===== config.mk =====
export PLATFORM = sky130hd
export DESIGN_NAME = mux_nto1_seq
export DESIGN_NICKNAME = d
export VERILOG_FILES = /design/src/rtl/mux_nto1_seq.sv
export SDC_FILE = /design/constraint.sdc
export NUM_CORES = 1
export LEC_CHECK = 0
export ABC_CLOCK_PERIOD_IN_PS = 2000
export CORE_ASPECT_RATIO = 0.5
export CORE_UTILIZATION = 36
export CTS_CLUSTER_DIAMETER = 120
export DETAILED_ROUTE_END_ITERATION = 8
export MAX_ROUTING_LAYER = met4
export PLACE_DENSITY = 0.8
export RECOVER_POWER = 100
export SLEW_MARGIN = 20
export SYNTH_ARGS = -nofsm -noshare
export SYNTH_HDL_FRONTEND = slang
export SYNTH_SLANG_ARGS = --single-unit

===== constraint.sdc =====
create_clock -name clk -period 2 [get_ports clk]
set_input_delay 0.6 -clock clk [delete_from_list [all_inputs] [get_ports clk]]
set_output_delay 0.6 -clock clk [all_outputs]
set_load 0.02 [all_outputs]

===== src/rtl/mux_nto1_seq.sv =====
// N-to-1 registered channel selector with break-before-make blanking between
// channel changes and an optional round-robin auto-scan driven by a dwell count.
module mux_nto1_seq #(
  parameter int  WIDTH = 8,
  parameter int  N     = 4,
  parameter int  BLANK = 2,
  parameter int  DW    = 4,
  localparam int SW    = (N > 2) ? $clog2(N) : 1
) (
  input  logic               clk,
  input  logic               rst_n,
  input  logic [N*WIDTH-1:0] i,
  input  logic [SW-1:0]      s,
  input  logic               s_load,
  input  logic               mode,
  input  logic [DW-1:0]      dwell,
  output logic [WIDTH-1:0]   o,
  output logic [SW-1:0]      o_sel,
  output logic               o_valid,
  output logic               sw,
  output logic               err
);

  localparam int BW = (BLANK > 2) ? $clog2(BLANK) : 1;

  typedef enum logic {ST_BLANK = 1'b0, ST_RUN = 1'b1} state_t;

  state_t            state_q, state_d;
  logic [BW-1:0]     bcnt_q, bcnt_d;
  logic [DW-1:0]     dcnt_q, dcnt_d;
  logic [WIDTH-1:0]  o_q, o_d;
  logic [SW-1:0]     o_sel_q, o_sel_d;
  logic              sw_q, sw_d;
  logic              err_q, err_d;
  logic              mode_q, mode_d;

  logic              req_ok, req_bad, adv, take, blank_done, mode_chg;
  logic [SW-1:0]     nxt_sel, scan_sel;
  logic [DW:0]       dwell_lim, dcnt_inc;

  function automatic logic [WIDTH-1:0] chan(input logic [N*WIDTH-1:0] bus,
                                            input logic [SW-1:0]      k);
    return bus[int'(k)*WIDTH +: WIDTH];
  endfunction

  // Switch decisions: a valid manual request always beats a scan advance.
  assign req_ok     = s_load && (int'(s) < N) && (s != o_sel_q);
  assign req_bad    = s_load && (int'(s) >= N);
  assign mode_chg   = (mode != mode_q);
  assign dwell_lim  = (dwell == '0) ? (DW+1)'(1) : {1'b0, dwell};
  assign dcnt_inc   = {1'b0, dcnt_q} + 1'b1;
  assign adv        = (state_q == ST_RUN) && mode && !mode_chg && (dcnt_inc >= dwell_lim);
  assign take       = req_ok || adv;
  assign scan_sel   = (o_sel_q == SW'(N-1)) ? '0 : o_sel_q + 1'b1;
  assign nxt_sel    = req_ok ? s : scan_sel;
  assign blank_done = (BLANK == 0) || (int'(bcnt_q) >= BLANK - 1);

  // Next-state logic
  always_comb begin
    state_d = state_q;
    if (take) begin
      state_d = (BLANK == 0) ? ST_RUN : ST_BLANK;
    end else if (state_q == ST_BLANK && blank_done) begin
      state_d = ST_RUN;
    end
  end

  always_comb begin
    bcnt_d  = bcnt_q;
    dcnt_d  = dcnt_q;
    o_d     = o_q;
    o_sel_d = o_sel_q;
    sw_d    = 1'b0;
    err_d   = req_bad;
    mode_d  = mode;
    if (take) begin
      o_sel_d = nxt_sel;
      sw_d    = 1'b1;
      bcnt_d  = '0;
      dcnt_d  = '0;
      o_d     = (BLANK == 0) ? chan(i, nxt_sel) : '0;
    end else if (state_q == ST_BLANK) begin
      dcnt_d = '0;
      if (blank_done) begin
        bcnt_d = '0;
        o_d    = chan(i, o_sel_q);
      end else begin
        bcnt_d = bcnt_q + 1'b1;
        o_d    = '0;
      end
    end else begin
      o_d = chan(i, o_sel_q);
      // Manual mode and the cycle of a mode flip both hold the dwell count at zero.
      if (mode && !mode_chg) dcnt_d = dcnt_inc[DW-1:0];
      else                   dcnt_d = '0;
    end
  end

  // State register
  always_ff @(posedge clk or negedge rst_n) begin
    if (!rst_n) state_q <= ST_BLANK;
    else        state_q <= state_d;
  end

  always_ff @(posedge clk or negedge rst_n) begin
    if (!rst_n) begin
      bcnt_q  <= '0;
      dcnt_q  <= '0;
      o_q     <= '0;
      o_sel_q <= '0;
      sw_q    <= 1'b0;
      err_q   <= 1'b0;
      mode_q  <= 1'b0;
    end else begin
      bcnt_q  <= bcnt_d;
      dcnt_q  <= dcnt_d;
      o_q     <= o_d;
      o_sel_q <= o_sel_d;
      sw_q    <= sw_d;
      err_q   <= err_d;
      mode_q  <= mode_d;
    end
  end

  // Outputs
  always_comb begin
    o       = o_q;
    o_sel   = o_sel_q;
    o_valid = (state_q == ST_RUN);
    sw      = sw_q;
    err     = err_q;
  end

endmodule


==> out/qor.yml <==
rrSetupSlack_ns: -0.02
grt_util_met2: 0.346
fin_nets: 200
slew_violations: 0
synth_top_area_frac: 0.412
synth_area_leaders: "dfrtp_1 (41%), mux4_1 (19%), ha_1 (8.0%)"
diodes: 0
ir_worst_vdd_uv: 587
syn_avg_cell_area_um2: 13.8
synth_top_family_by_area: "multiplexers"
critical-path-max-stage-delay_ns: 0.39
yosysTopAreaCell: "dfrtp_1"
synthFlopType: "dfrtp_1"
busiest_layer: "met2"
path_cells: "ha_2 -> xor2_2 -> ha_1 -> a21o_1 -> a31oi_4 -> buf_4 -> o2111ai_4 -> nor2b_1"
criticalPathCategory: "register to register"
ff2ff_path_depth: 8
skew_ns: 0.00182
drtPass1Iterations: 4
r2r_start: "dcnt_q[0]"
drv_cap: 0
start_kind: "register"
clock_latency_ns: 0.25
rsz0062_at_grt: "yes"
wl_per_cell_um: 14.6
track_usage: 0.172
use_met3: 0.0333
via_per_inst: 4.79
area_delta_synth_final_pct: 76.1
place_ws_ns: -0.585
core_region_area_um2: 2730
grt-ovfl-total: 0
ant_nets: 0
worstSetupEndpointType: "register"
synth_area_um2: 1090
worstMarginPinSlew_ns: 0.930
root_buffer: "clkbuf_8"
hold_viol_final: 0
fin_crit_sh: 1.01
setup_viol: 4
fp.dieH_um: 41.0
cts_tree: "done"
period_minus_slack_ns: 2.02
instances_no_fill: 187
gp_congestion: 0.706
worst_ep_required_time_ns: 2.18
drive_gt1_frac: 0.280
synthSimpleGateAreaFrac: 0.116
ioPinCount: 55
ys_seq_elements: 18
rows: 13
met1_usage: 0.190
timing.critical_path.arrival_ns: 2.20
synth_cell_type_count: 32
async_flop_share: 1.00
antenna_found_initial: 0
synthMuxAreaShare: 0.237
grt_start_max_net_pins: 19
slowest_stage: "dfrtp_1"
cts_max_path_buffers: 2
synth-edff-count: 0
leakagePower_nw: 0.868
synth_adder_area_share: 0.0801
max_freq_mhz: 495
dp_hpwl_um: 2150
syn_inst: 79
hold_class: "register to register"
max_slew_margin: 0.380
synthesis.nets: 128
hold_depth: 2
grt_pass1_wl_um: 3840
initial_utilization: 0.400
synthXorXnorAreaFrac: 0.0389
cts_made_buffers: 3
outcome: "finished with violations"
wl_um: 2730
num_vias: 895
portBuffers: 53
path_clk_slew_ns: 0.07
hold_path.startpoint: "bcnt_q"
yosysWarnings: 0
setup_slack_ns: -0.0214
drtIter0Drc: 24
remaining_drc_errors: 0
min_to: "bcnt_q"
cts_hold_buf: 0
grt_pass1_vias: 837
path_max_fanout: 5
fp.dieW_um: 79.9
die_area_um2: 3280
clock-sinks: 18
htree_levels: 1
violations: "negative setup slack"
powerDensity_nw_per_um2: 1040
synth_compound_area_frac: 0.0778
worstReg2RegEnd: "o[6]"
dp_cells: 179
seq_area_frac_synth: 0.412
power breakdown:
group / switching (mW) / internal [mW]
logic: 0.522 / 0.638
clock network: 0.119 / 0.175
registers: 0.0572 / 0.488
total: 0.698 / 1.30
cell usage after synthesis, drive strengths merged (2+ instances only):
master  number
dfrtp       18
nand2        3
nor2b        8
buf          3
nor2         2
mux2         4
nand3        2
inv          4
mux4         8
o21ai        2
ha           7
xor2         3
nor3b        2
logic make-up (layout without fill, tap and decap cells):
logic type      after synthesis  count (layout)
compound gates                8               9
xor+xnor                      4               4
fa+ha+maj                     7               7
buf+inv                       7              77
flops                        18              18
mux                          12              12
other cells                   1               1
simple gates                 22              22
registers in the layout, summed over array words and instances, names as in the netlist:
| name | flops |
|---|---|
| o_sel | 2 |
| dcnt_q | 4 |
| bcnt_q | 1 |
| sw | 1 |
| mode_q | 1 |
| o_valid | 1 |
| o | 8 |
critical path, delay by kind of cell, from the launching register on:
family | cells | cell delay [ns]
adder cells (fa/ha/maj) | 2 | 0.50
XOR/XNOR | 1 | 0.15
AO/OA/AOI/OAI | 3 | 0.57
flip-flops | 1 | 0.39
AND/OR/NAND/NOR | 1 | 0.18
buffers and inverters | 1 | 0.16
metal layers:
| metal | wire length, µm | up-vias |
|---|---|---|
| met5 | 0 | - |
| met4 | 0 | 0 |
| met3 | 70 | 0 |
| met2 | 1570 | 19 |
| met1 | 1090 | 438 |
| li1 | - | 438 |
placed cells by master, fill, tap and decap left out, drive strengths merged:
cell type / synthesis / routed
a21o: 1 / 1
a21oi: 1 / 1
a31o: 1 / 1
a31oi: 1 / 1
and3: 1 / 1
and3b: 1 / 1
buf: 3 / 15
clkbuf: 0 / 5
clkdlybuf4s15: 0 / 2
clkdlybuf4s50: 0 / 38
conb: 1 / 1
dfrtp: 18 / 18
dlygate4sd2: 0 / 3
dlygate4sd3: 0 / 10
ha: 7 / 7
inv: 4 / 4
mux2: 4 / 4
mux4: 8 / 8
nand2: 3 / 3
nand2b: 1 / 1
nand3: 2 / 2
nor2: 2 / 2
nor2b: 8 / 8
nor3: 1 / 1
nor3b: 2 / 2
o2111ai: 1 / 2
o211ai: 1 / 1
o21ai: 2 / 2
or2: 1 / 1
xnor2: 1 / 1
xor2: 3 / 3
worst max-delay path by stage:
| stage | from | endpoint | slack, ns | cells after the start |
|---|---|---|---|---|
| after floorplan | dcnt_q[0] | o_sel[0] | -0.005 | 7 |
| after global routing | dcnt_q[0] | o[6] | -0.11 | 8 |
| after detailed placement | dwell[1] | o[6] | -0.58 | 8 |
| after CTS | dcnt_q[0] | o_sel[0] | -0.04 | 7 |
| final | dcnt_q[0] | o[6] | -0.02 | 8 |
| after global placement | dwell[1] | o[6] | -0.55 | 8 |
cell type report:
type | instances | area, µm²
clock buffers | 4 | 55.1
inverters | 4 | 17.5
fillers | 191 | 807
repair buffers | 69 | 648
flip-flops and latches | 18 | 450
multi-input cells | 55 | 708
well taps | 37 | 46.3
stage by stage:
step	power (mW)	utilization	hold WS, ns	TNS, ns	cell area, µm²
after global placement	1.68	0.658	0.524	-8.19	1800
after CTS	2.02	0.689	0.544	-0.0771	1880
final	2.00	0.705	0.540	-0.0551	1930
after global routing	2.12	0.705	0.568	-1.09	1930
after detailed placement	1.70	0.658	0.533	-8.91	1800
after floorplan	1.22	-	0.304	-0.0101	1150
what timing repair did:
item / 4_1_cts / 5_1_grt
setup buffers: 0 / 3
cloned: 0 / 1
gates resized for setup: 15 / 2
setup endpoints to repair: 17 / 14
pin swaps: 6 / 2
No activity file was read; power rests on OpenSTA's default activity.
==> RTL change (same flow settings) <==
The parameter `DW` goes from 4 to 6.
--- a/src/rtl/mux_nto1_seq.sv
+++ b/src/rtl/mux_nto1_seq.sv
@@ -4,7 +4,7 @@
   parameter int  WIDTH = 8,
   parameter int  N     = 4,
   parameter int  BLANK = 2,
-  parameter int  DW    = 4,
+  parameter int  DW    = 6,
   localparam int SW    = (N > 2) ? $clog2(N) : 1
 ) (
   input  logic               clk,
Interface: changed (resized dwell); port bits go from 55 to 57. The function was not compared with the original's and may differ.
==> RTL change against the unedited design <==
- the flow still finishes with violations (negative setup slack)
- synthesized cell count is 23% higher
- synthesized area up 12%
- final area up 14%
- sequential cell count up 2
- utilization shrank 0.16 points
- global-route usage rose by 2.8 points
- die area grew 11%
- via count up 15%
- setup slack worse by 0.073 ns
- power increased by 4.1%
- wire length grew 9.7%
- clock power decreased by 14%
- non-clock buffer count increased by 10
==> RTL change: results (changes against the unedited design) <==
Clock network
  • Postcts setup bufs: 7 (was 0)

Route
  • Vias: 1,027 (was 895)
  • Top sig layer: met4 (was met3)
  • Vias per cell: 4.733 (was 4.786)
  • Initial DRC count: 38 (was 24)
  • Metal-1 WL: 1242 µm (was 1089 µm)
  • Routed wire length per instance: 13.80 µm (was 14.59 µm)

Global route
  • GR Util met2: 35.08% (was 34.62%)
  • Largest net degree at the start of global routing: 21 (was 19)
  • Vias in the first global route: 1,154 (was 837)
  • Global-route wire length before repair: 5271 µm (was 3843 µm)
  • Met1 Use GR: 23.38% (was 18.96%)
  • Met3 usage: 4.280% (was 3.333%)
  • GRT Util Overall: 19.96% (was 17.17%)

Yosys
  • Syn Area/Cell: 12.62 µm² (was 13.84 µm²)
  • Post-synth top cells: dfrtp_1 (20), nor2b_1 (12), ha_1 (9), mux4_2 (8), inv_1 (7) (was dfrtp_1 (18), mux4_1 (8), nor2b_1 (8), ha_1 (7), inv_1 (4))
  • Area contributors post-synth: dfrtp_1 (41%), mux4_2 (15%), ha_1 (9.2%) (was dfrtp_1 (41%), mux4_1 (19%), ha_1 (8.0%))
  • Sequential share of the synthesized area: 40.90% (was 41.19%)

Timing
  • Setup Skew: 0.001098 ns (was 0.001820 ns)
  • Hold WS: 0.5968 ns (was 0.5405 ns)
  • Least-Margin Pin Slew: 1.045 ns (was 0.9296 ns)
  • Setup WS post-layout: -0.09454 ns (was -0.02135 ns)
  • # setup viols final: 17 (was 4)

Setup path
  • Critical R2R Capture: o_sel[0]$_DFFE_PN0P_ (was o[6]$_DFF_PN0_)
  • Crit Path Max Fanout: 4 (was 5)

Place
  • Setup WS pre-CTS: -0.6623 ns (was -0.5849 ns)
  • Placer's final routability congestion estimate: 0.7733 (was 0.7055)
  • Placed Area: 1956 µm² (was 1797 µm²)

Pwr
  • Comb power frac: 57.3% (was 58.0%)
  • P_int: 0.001339 W (was 0.001301 W)
  • Maximum vdd drop: 0.0005563 V (was 0.0005872 V)
  • Clock network power share: 12.2% (was 14.7%)
  • Leakage power: 0.9751 nW (was 0.8683 nW)

Run status
  • Status: finished, violations left (unchanged)
  • Violated checks: negative setup slack (unchanged)

Layout
  • FILL cells: 220 (was 191)
  • Layout cell share with drive strength beyond 1: 39.55% (was 28.00%)
  • Final Net Count: 232 (was 200)

Hold path
  • Hold Path End: dcnt_q[0]$_DFF_PN0_ (was bcnt_q$_DFFE_PN0P_)
==> RTL change: cell types whose count changed after synthesis, sizes merged, moves of 2 or more <==
cell   unedited run  this run
inv               4         7
nor3b             2         0
nand3             2         5
nor2              2         5
ha                7         9
xor2              3         5
dfrtp            18        20
nor2b             8        12
==> RTL change: logic make-up after synthesis <==
logic type      share of synthesized area, %
compound gates                         7.976
xor+xnor                               5.624
fa+ha+maj                              9.203
buf+inv                                4.090
flops                                  40.90
mux                                    18.10
other cells                           0.3065
simple gates                           13.80
==> RTL change: critical path, cell delays in order, from the launching register on <==
cell and delay (ns):
dfrtp_2 0.44, ha_4 0.19, xor2_2 0.16, ha_1 0.30, buf_4 0.11, a31oi_2 0.09, o31a_4 0.32, nand2_4 0.09
mux2_4 0.30
==> RTL change: final cells by class <==
class / count / area share (%)
Clock buffer: 3 / 1.884
Inverter: 7 / 1.313
Multi-Input combinational cell: 68 / 38.70
Sequential cell: 20 / 22.95
Tap cell: 40 / 2.283
Timing Repair Buffer: 79 / 32.88
